**config.mk**
```make
export PLATFORM = sky130hd
export DESIGN_NAME = program_loader_flat
export DESIGN_NICKNAME = d
export VERILOG_FILES = /design/src/rtl/program_loader_if.sv /design/src/rtl/program_loader.sv /design/src/flat_wrapper.sv
export SDC_FILE = /design/constraint.sdc
export NUM_CORES = 1
export LEC_CHECK = 0
export ABC_AREA = 0
export CAP_MARGIN = 20
export CORE_ASPECT_RATIO = 1.1
export CORE_MARGIN = 8
export CORE_UTILIZATION = 40
export CTS_CLUSTER_DIAMETER = 150
export DETAILED_ROUTE_END_ITERATION = 10
export GPL_TIMING_DRIVEN = 1
export HOLD_SLACK_MARGIN = 0.12
export PLACE_DENSITY = 0.66
export SLEW_MARGIN = 20
export SYNTH_ARGS = -nofsm -noshare
export SYNTH_HDL_FRONTEND = slang
export SYNTH_SLANG_ARGS = --single-unit
```
**constraint.sdc**
```tcl
create_clock -name i_clk -period 2 [get_ports i_clk]
set_input_delay 0.4 -clock i_clk [delete_from_list [all_inputs] [get_ports i_clk]]
set_output_delay 0.4 -clock i_clk [all_outputs]
set_load 0.01 [all_outputs]
```
**src/rtl/program_loader_if.sv**
```systemverilog
`default_nettype none
//------------------------------------------------------------------------------
// Module      : program_loader_if
// Description : Byte-stream handshake from the host link plus the RAM word
//               write port driven by the program loader.
// Revision    : 1.0 - initial release
//------------------------------------------------------------------------------
interface program_loader_if #(
    parameter int ADDR_W = 16,
    parameter int DATA_W = 32
);
    // Host byte stream
    logic              i_byte_valid;
    logic [7:0]        i_byte;
    logic              o_byte_ready;
    // RAM write port
    logic              o_set;
    logic [ADDR_W-1:0] o_addr;
    logic [DATA_W-1:0] o_data;

    // Loader side
    modport slave (
        input  i_byte_valid,
        input  i_byte,
        output o_byte_ready,
        output o_set,
        output o_addr,
        output o_data
    );

    // Host / RAM side
    modport master (
        output i_byte_valid,
        output i_byte,
        input  o_byte_ready,
        input  o_set,
        input  o_addr,
        input  o_data
    );
endinterface
`default_nettype wire

```
**src/rtl/program_loader.sv**
```systemverilog
`default_nettype none
//------------------------------------------------------------------------------
// Module      : program_loader
// Description : Boot-time loader. Packs a host byte stream into 32-bit
//               little-endian words and writes them to consecutive RAM
//               addresses from a base address, holding the CPU halted
//               (o_busy) until the requested word count has been written.
//               DATA_W must be 32 (four bytes per word).
// Revision    : 1.0 - initial release
//------------------------------------------------------------------------------
module program_loader #(
    parameter int ADDR_W = 16,
    parameter int DATA_W = 32
) (
    input  wire logic              i_clk,
    input  wire logic              i_rst_n,
    input  wire logic              i_start,
    input  wire logic [ADDR_W-1:0] i_base_addr,
    input  wire logic [ADDR_W-1:0] i_word_count,
    input  wire logic              i_abort,
    program_loader_if.slave        bus,
    output logic                   o_busy,
    output logic                   o_done,
    output logic                   o_aborted
);

    typedef enum logic [1:0] {
        S_IDLE    = 2'd0,
        S_COLLECT = 2'd1,
        S_WRITE   = 2'd2,
        S_DONE    = 2'd3
    } state_t;

    localparam logic [ADDR_W-1:0] ONE_WORD = {{(ADDR_W-1){1'b0}}, 1'b1};

    state_t              state_q, state_d;
    logic [ADDR_W-1:0]   addr_q, addr_d;          // next RAM address to write
    logic [ADDR_W-1:0]   remain_q, remain_d;      // words still to write
    logic [1:0]          byte_cnt_q, byte_cnt_d;  // byte index within word
    logic [DATA_W-1:0]   word_q, word_d;          // word being assembled
    logic [ADDR_W-1:0]   out_addr_q, out_addr_d;  // RAM address presented
    logic [DATA_W-1:0]   out_data_q, out_data_d;  // RAM data presented
    logic                aborted_q, aborted_d;

    logic                write_en;
    logic                byte_ready;
    logic                busy;
    logic                done;

    // State and datapath registers; reset discards any partial word
    always_ff @(posedge i_clk or negedge i_rst_n) begin
        if (!i_rst_n) begin
            state_q    <= S_IDLE;
            addr_q     <= '0;
            remain_q   <= '0;
            byte_cnt_q <= '0;
            word_q     <= '0;
            out_addr_q <= '0;
            out_data_q <= '0;
            aborted_q  <= 1'b0;
        end else begin
            state_q    <= state_d;
            addr_q     <= addr_d;
            remain_q   <= remain_d;
            byte_cnt_q <= byte_cnt_d;
            word_q     <= word_d;
            out_addr_q <= out_addr_d;
            out_data_q <= out_data_d;
            aborted_q  <= aborted_d;
        end
    end

    // Next-state logic and per-state outputs; abort outranks bytes and writes
    always_comb begin
        state_d    = state_q;
        addr_d     = addr_q;
        remain_d   = remain_q;
        byte_cnt_d = byte_cnt_q;
        word_d     = word_q;
        out_addr_d = out_addr_q;
        out_data_d = out_data_q;
        aborted_d  = 1'b0;
        write_en   = 1'b0;
        byte_ready = 1'b0;
        busy       = 1'b0;
        done       = 1'b0;

        case (state_q)
            S_IDLE: begin
                if (i_start) begin
                    addr_d     = i_base_addr;
                    remain_d   = i_word_count;
                    byte_cnt_d = '0;
                    word_d     = '0;
                    state_d    = (i_word_count != '0) ? S_COLLECT : S_DONE;
                end
            end

            S_COLLECT: begin
                busy       = 1'b1;
                byte_ready = 1'b1;
                if (i_abort) begin
                    aborted_d  = 1'b1;
                    byte_cnt_d = '0;
                    word_d     = '0;
                    state_d    = S_IDLE;
                end else if (bus.i_byte_valid) begin
                    word_d[{byte_cnt_q, 3'b000} +: 8] = bus.i_byte;
                    byte_cnt_d = byte_cnt_q + 2'd1;
                    if (byte_cnt_q == 2'd3) begin
                        // Capture the RAM-side address/data now so they are
                        // valid throughout WRITE and hold afterwards.
                        out_addr_d = addr_q;
                        out_data_d = word_d;
                        state_d    = S_WRITE;
                    end
                end
            end

            S_WRITE: begin
                busy = 1'b1;
                if (i_abort) begin
                    aborted_d  = 1'b1;
                    byte_cnt_d = '0;
                    word_d     = '0;
                    state_d    = S_IDLE;
                end else begin
                    write_en   = 1'b1;
                    addr_d     = addr_q + ONE_WORD;
                    remain_d   = remain_q - ONE_WORD;
                    byte_cnt_d = '0;
                    word_d     = '0;
                    state_d    = (remain_q == ONE_WORD) ? S_DONE : S_COLLECT;
                end
            end

            S_DONE: begin
                busy    = 1'b1;
                done    = 1'b1;
                state_d = S_IDLE;
            end

            default: begin
                state_d = S_IDLE;
            end
        endcase
    end

    assign bus.o_byte_ready = byte_ready;
    assign bus.o_set        = write_en;
    assign bus.o_addr       = out_addr_q;
    assign bus.o_data       = out_data_q;
    assign o_busy           = busy;
    assign o_done           = done;
    assign o_aborted        = aborted_q;

endmodule
`default_nettype wire

```
**src/flat_wrapper.sv**
```systemverilog
// flat-port wrapper written by rule: the top's interface ports become plain ports
module program_loader_flat 
#(
    parameter int ADDR_W = 16,
    parameter int DATA_W = 32
)
  (i_clk, i_rst_n, i_start, i_base_addr, i_word_count, i_abort, o_busy, o_done, o_aborted, bus_i_byte_valid, bus_i_byte, bus_o_byte_ready, bus_o_set, bus_o_addr, bus_o_data);
  program_loader_if #(.ADDR_W(ADDR_W), .DATA_W(DATA_W)) bus_i ();
  input  wire logic i_clk;
  input  wire logic i_rst_n;
  input  wire logic i_start;
  input  wire logic [ADDR_W-1:0] i_base_addr;
  input  wire logic [ADDR_W-1:0] i_word_count;
  input  wire logic i_abort;
  output logic o_busy;
  output logic o_done;
  output logic o_aborted;
  input wire logic [$bits(bus_i.i_byte_valid)-1:0] bus_i_byte_valid;
  input wire logic [$bits(bus_i.i_byte)-1:0] bus_i_byte;
  output wire logic [$bits(bus_i.o_byte_ready)-1:0] bus_o_byte_ready;
  output wire logic [$bits(bus_i.o_set)-1:0] bus_o_set;
  output wire logic [$bits(bus_i.o_addr)-1:0] bus_o_addr;
  output wire logic [$bits(bus_i.o_data)-1:0] bus_o_data;
  assign bus_i.i_byte_valid = bus_i_byte_valid;
  assign bus_i.i_byte = bus_i_byte;
  assign bus_o_byte_ready = bus_i.o_byte_ready;
  assign bus_o_set = bus_i.o_set;
  assign bus_o_addr = bus_i.o_addr;
  assign bus_o_data = bus_i.o_data;
  program_loader #(.ADDR_W(ADDR_W), .DATA_W(DATA_W)) u_core (.i_clk(i_clk), .i_rst_n(i_rst_n), .i_start(i_start), .i_base_addr(i_base_addr), .i_word_count(i_word_count), .i_abort(i_abort), .bus(bus_i), .o_busy(o_busy), .o_done(o_done), .o_aborted(o_aborted));
endmodule
```
==> metrics <==
H-tree Lvls=4; clk slew on worst S/H paths=roughly 0.050 ns; Synth Cell Area=between 5000 and 6000 µm²; Post-route DRC=0; Syn Area/Cell=about 10 µm²; vias in the first global route=about 5000; DR vias=around 5000; IO Port Bufs=97; drt wl/cell=~16 µm; GP Congestion=around 0.90; Post-synth EDFFs=0; VDD IR max=637.6 µV; Core ar.=between 10000 and 15000 µm²; fin area=~7800 µm²; register area share after synthesis=0.5116; diode count=0; GRT Total Usage=0.1676; Distinct cells, synth=between 50 and 60; first-pass GRT wire length=approximately 24000 µm; cell taking the most area after synthesis=dfrtp_1; top post-synthesis cells by area=dfrtp_1 (51%), a21oi_1 (5.4%), a22o_1 (4.9%); TritonCTS clock tree=yes; CP Max Fanout=5; top-count cell post-synth=dfrtp_1; Slew Viols, Final=0; area grow syn2layout=36.95%; Post-Synthesis Cells=580; max cap viols=0; relative slew slack=0.6295; synth warn=0; Initial Util=0.4026; Critical R2R Launch=u_core.remain_q[9]; Initial DRC Count=220; Worst Setup SP=u_core.remain_q[9]; met3 Use GR=0.05593; final setup fails=0; crit path to=u_core.state_q[1]; R2R setup slack=just over 0.08 ns; Routed Wire Length=14950 µm; WP data arrival=about 2.3 ns; Register-to-Register Path Depth=5; outcome=finished, final reports clean; Max Clk Rate=between 500 and 600 MHz; clock tree buffer depth=2; # clock sinks=117; clock latency on the worst-skew pair=0.42 ns; endpoint class of the critical path=flop; asr flop ratio synth=1.000; clk_skew=a little over 0.008 ns; GR Util met1=0.2031; Pleak=3.403 nW; worst slew pin tran=0.5520 ns; DRT antenna net count=0; Synth top area share=0.5116; hold_ws=between 0.4 and 0.5 ns; min Tclk post-route=around 1.9 ns; HP Class=reg2reg; Die Area=around 18000 µm²; initial antenna violation count=0; IO Count=roughly 100; grt peak-use layer=met2; dpl hpwl=10830 µm; FF+latch count, synth=about 120; PD cells=~1300 nW/µm²; area post-placement=roughly 7100 µm²; most frequent cells after synthesis=dfrtp_1 (117), a21oi_1 (62), nand2_1 (57); # nets final=~770; GR Overflow Total=0; Pre-antenna DRT Iters=4; reg2reg end=u_core.state_q[1]; Setup crit start kind=flop; via-per-instance ratio=about 5.4; GRT met2 Usage=0.2721; FP Rows=46; Primary FF master, synth=dfrtp_1; Layout Utilization=0.5513; final hold violation count=0; WS Path Type=reg2reg; Die Y=~140 µm; required time worst endpoint=approximately 2.4 ns; fraction of layout cells with a size suffix above 1=0.1702; CTS Buf Count=17; largest net degree at the start of global routing=55; syn nets=640; period utilization=0.9594; Die X-Extent=about 130 µm; Root Driver=clkbuf_16
==> report_power, final <==
part,internal [W],switching (W)
Sequential,0.00284,0.000519
Clock,0.00197,0.00103
Combinational,0.00174,0.00202
Total,0.00654,0.00356
==> final cells by class <==
type | instances | area, µm²
fillers | 1287 | 6379
flip-flops and latches | 117 | 2928
multi-input cells | 413 | 2660
repair buffers | 147 | 1394
clock buffers | 21 | 450.4
well taps | 192 | 240.2
clock inverters | 10 | 131.4
inverters | 9 | 33.78
==> critical path, cell delays in order (launching register included) <==
cell and delay, ns:
dfrtp_1 0.44, or3_4 0.42, or2_1 0.28, or3_1 0.39, nor3_1 0.16, o32a_1 0.17
==> state kept, by name (all words and copies together), names as in the netlist <==
signal,count
u_core.addr_q,16
u_core.byte_cnt_q,2
u_core.bus.o_data,32
u_core.word_q,32
u_core.bus.o_addr,16
u_core.remain_q,16
u_core.o_aborted,1
u_core.state_q,2
==> per-stage QoR <==
step,TNS [ns],worst slack [ns],cells,power (W)
finish,0,0.08119,909,0.01011
global route,-0.02587,-0.007761,909,0.01078
CTS,-0.04540,-0.02498,900,0.009971
detailed placement,-4.846,-0.1606,868,0.006931
global placement,-2.003,-0.07845,868,0.006815
floorplan,0,0.007456,580,0.005513
==> kinds of logic (layout without fill, tap and decap cells) <==
kind of cell,Yosys count,count (layout),share of synthesized area
AOI/OAI and AO/OA,192,192,0.2049
adders and majority gates,15,15,0.03279
buffers and inverters,50,187,0.03869
DFF,117,117,0.5116
muxes,21,21,0.04045
and+or+nand+nor,185,185,0.1716
==> cells in the final DEF (no fill, tap or decap), types with 3 or more instances in the layout <==
cell type	instances
ha_1	11
bufinv_16	3
buf_4	46
nor2_1	18
mux2i_1	4
nand4_1	5
clkbuf_16	17
nor3_1	8
and4_1	4
and3_1	6
nand2_1	56
clkdlybuf4s50_1	92
buf_12	4
dfrtp_1	117
clkinv_2	5
a22o_1	32
clkbuf_1	3
o21ai_0	53
a21o_1	3
mux2_2	17
o21ai_1	4
inv_1	6
nor2b_1	32
o22ai_1	20
a21oi_1	62
dlygate4sd2_1	3
nand2b_1	3
nor4_1	6
nand3_1	23
inv_2	3
nor2b_2	3
==> how the worst min path moves through the flow <==
stage	startpoint	end	slack, ns	cells after the start
2_1_floorplan	i_rst_n	u_core.addr_q[0]	0.10	0
3_3_place_gp	i_rst_n	u_core.bus.o_data[23]	0.39	1
3_5_place_dp	i_rst_n	u_core.bus.o_data[23]	0.39	1
4_1_cts	u_core.bus.o_data[23]	u_core.bus.o_data[23]	0.48	2
5_1_grt	u_core.bus.o_data[23]	u_core.bus.o_data[23]	0.49	2
6_report	u_core.bus.o_data[23]	u_core.bus.o_data[23]	0.48	2
==> metal layers <==
metal  vias to the layer above  routed length, µm
met5                         -                  0
met4                         0                205
met3                        18               1087
met2                       159               7373
met1                      2332               6279
li1                       2365                  -
==> repair_timing <==
item	in CTS	in global routing
gates resized for setup	10	17
endpoints found under the hold margin	32	0
pin swaps	0	5
setup endpoints to repair	13	50
hold buffers	1	0
setup buffers	0	9
(Power assumes the default switching activity.)
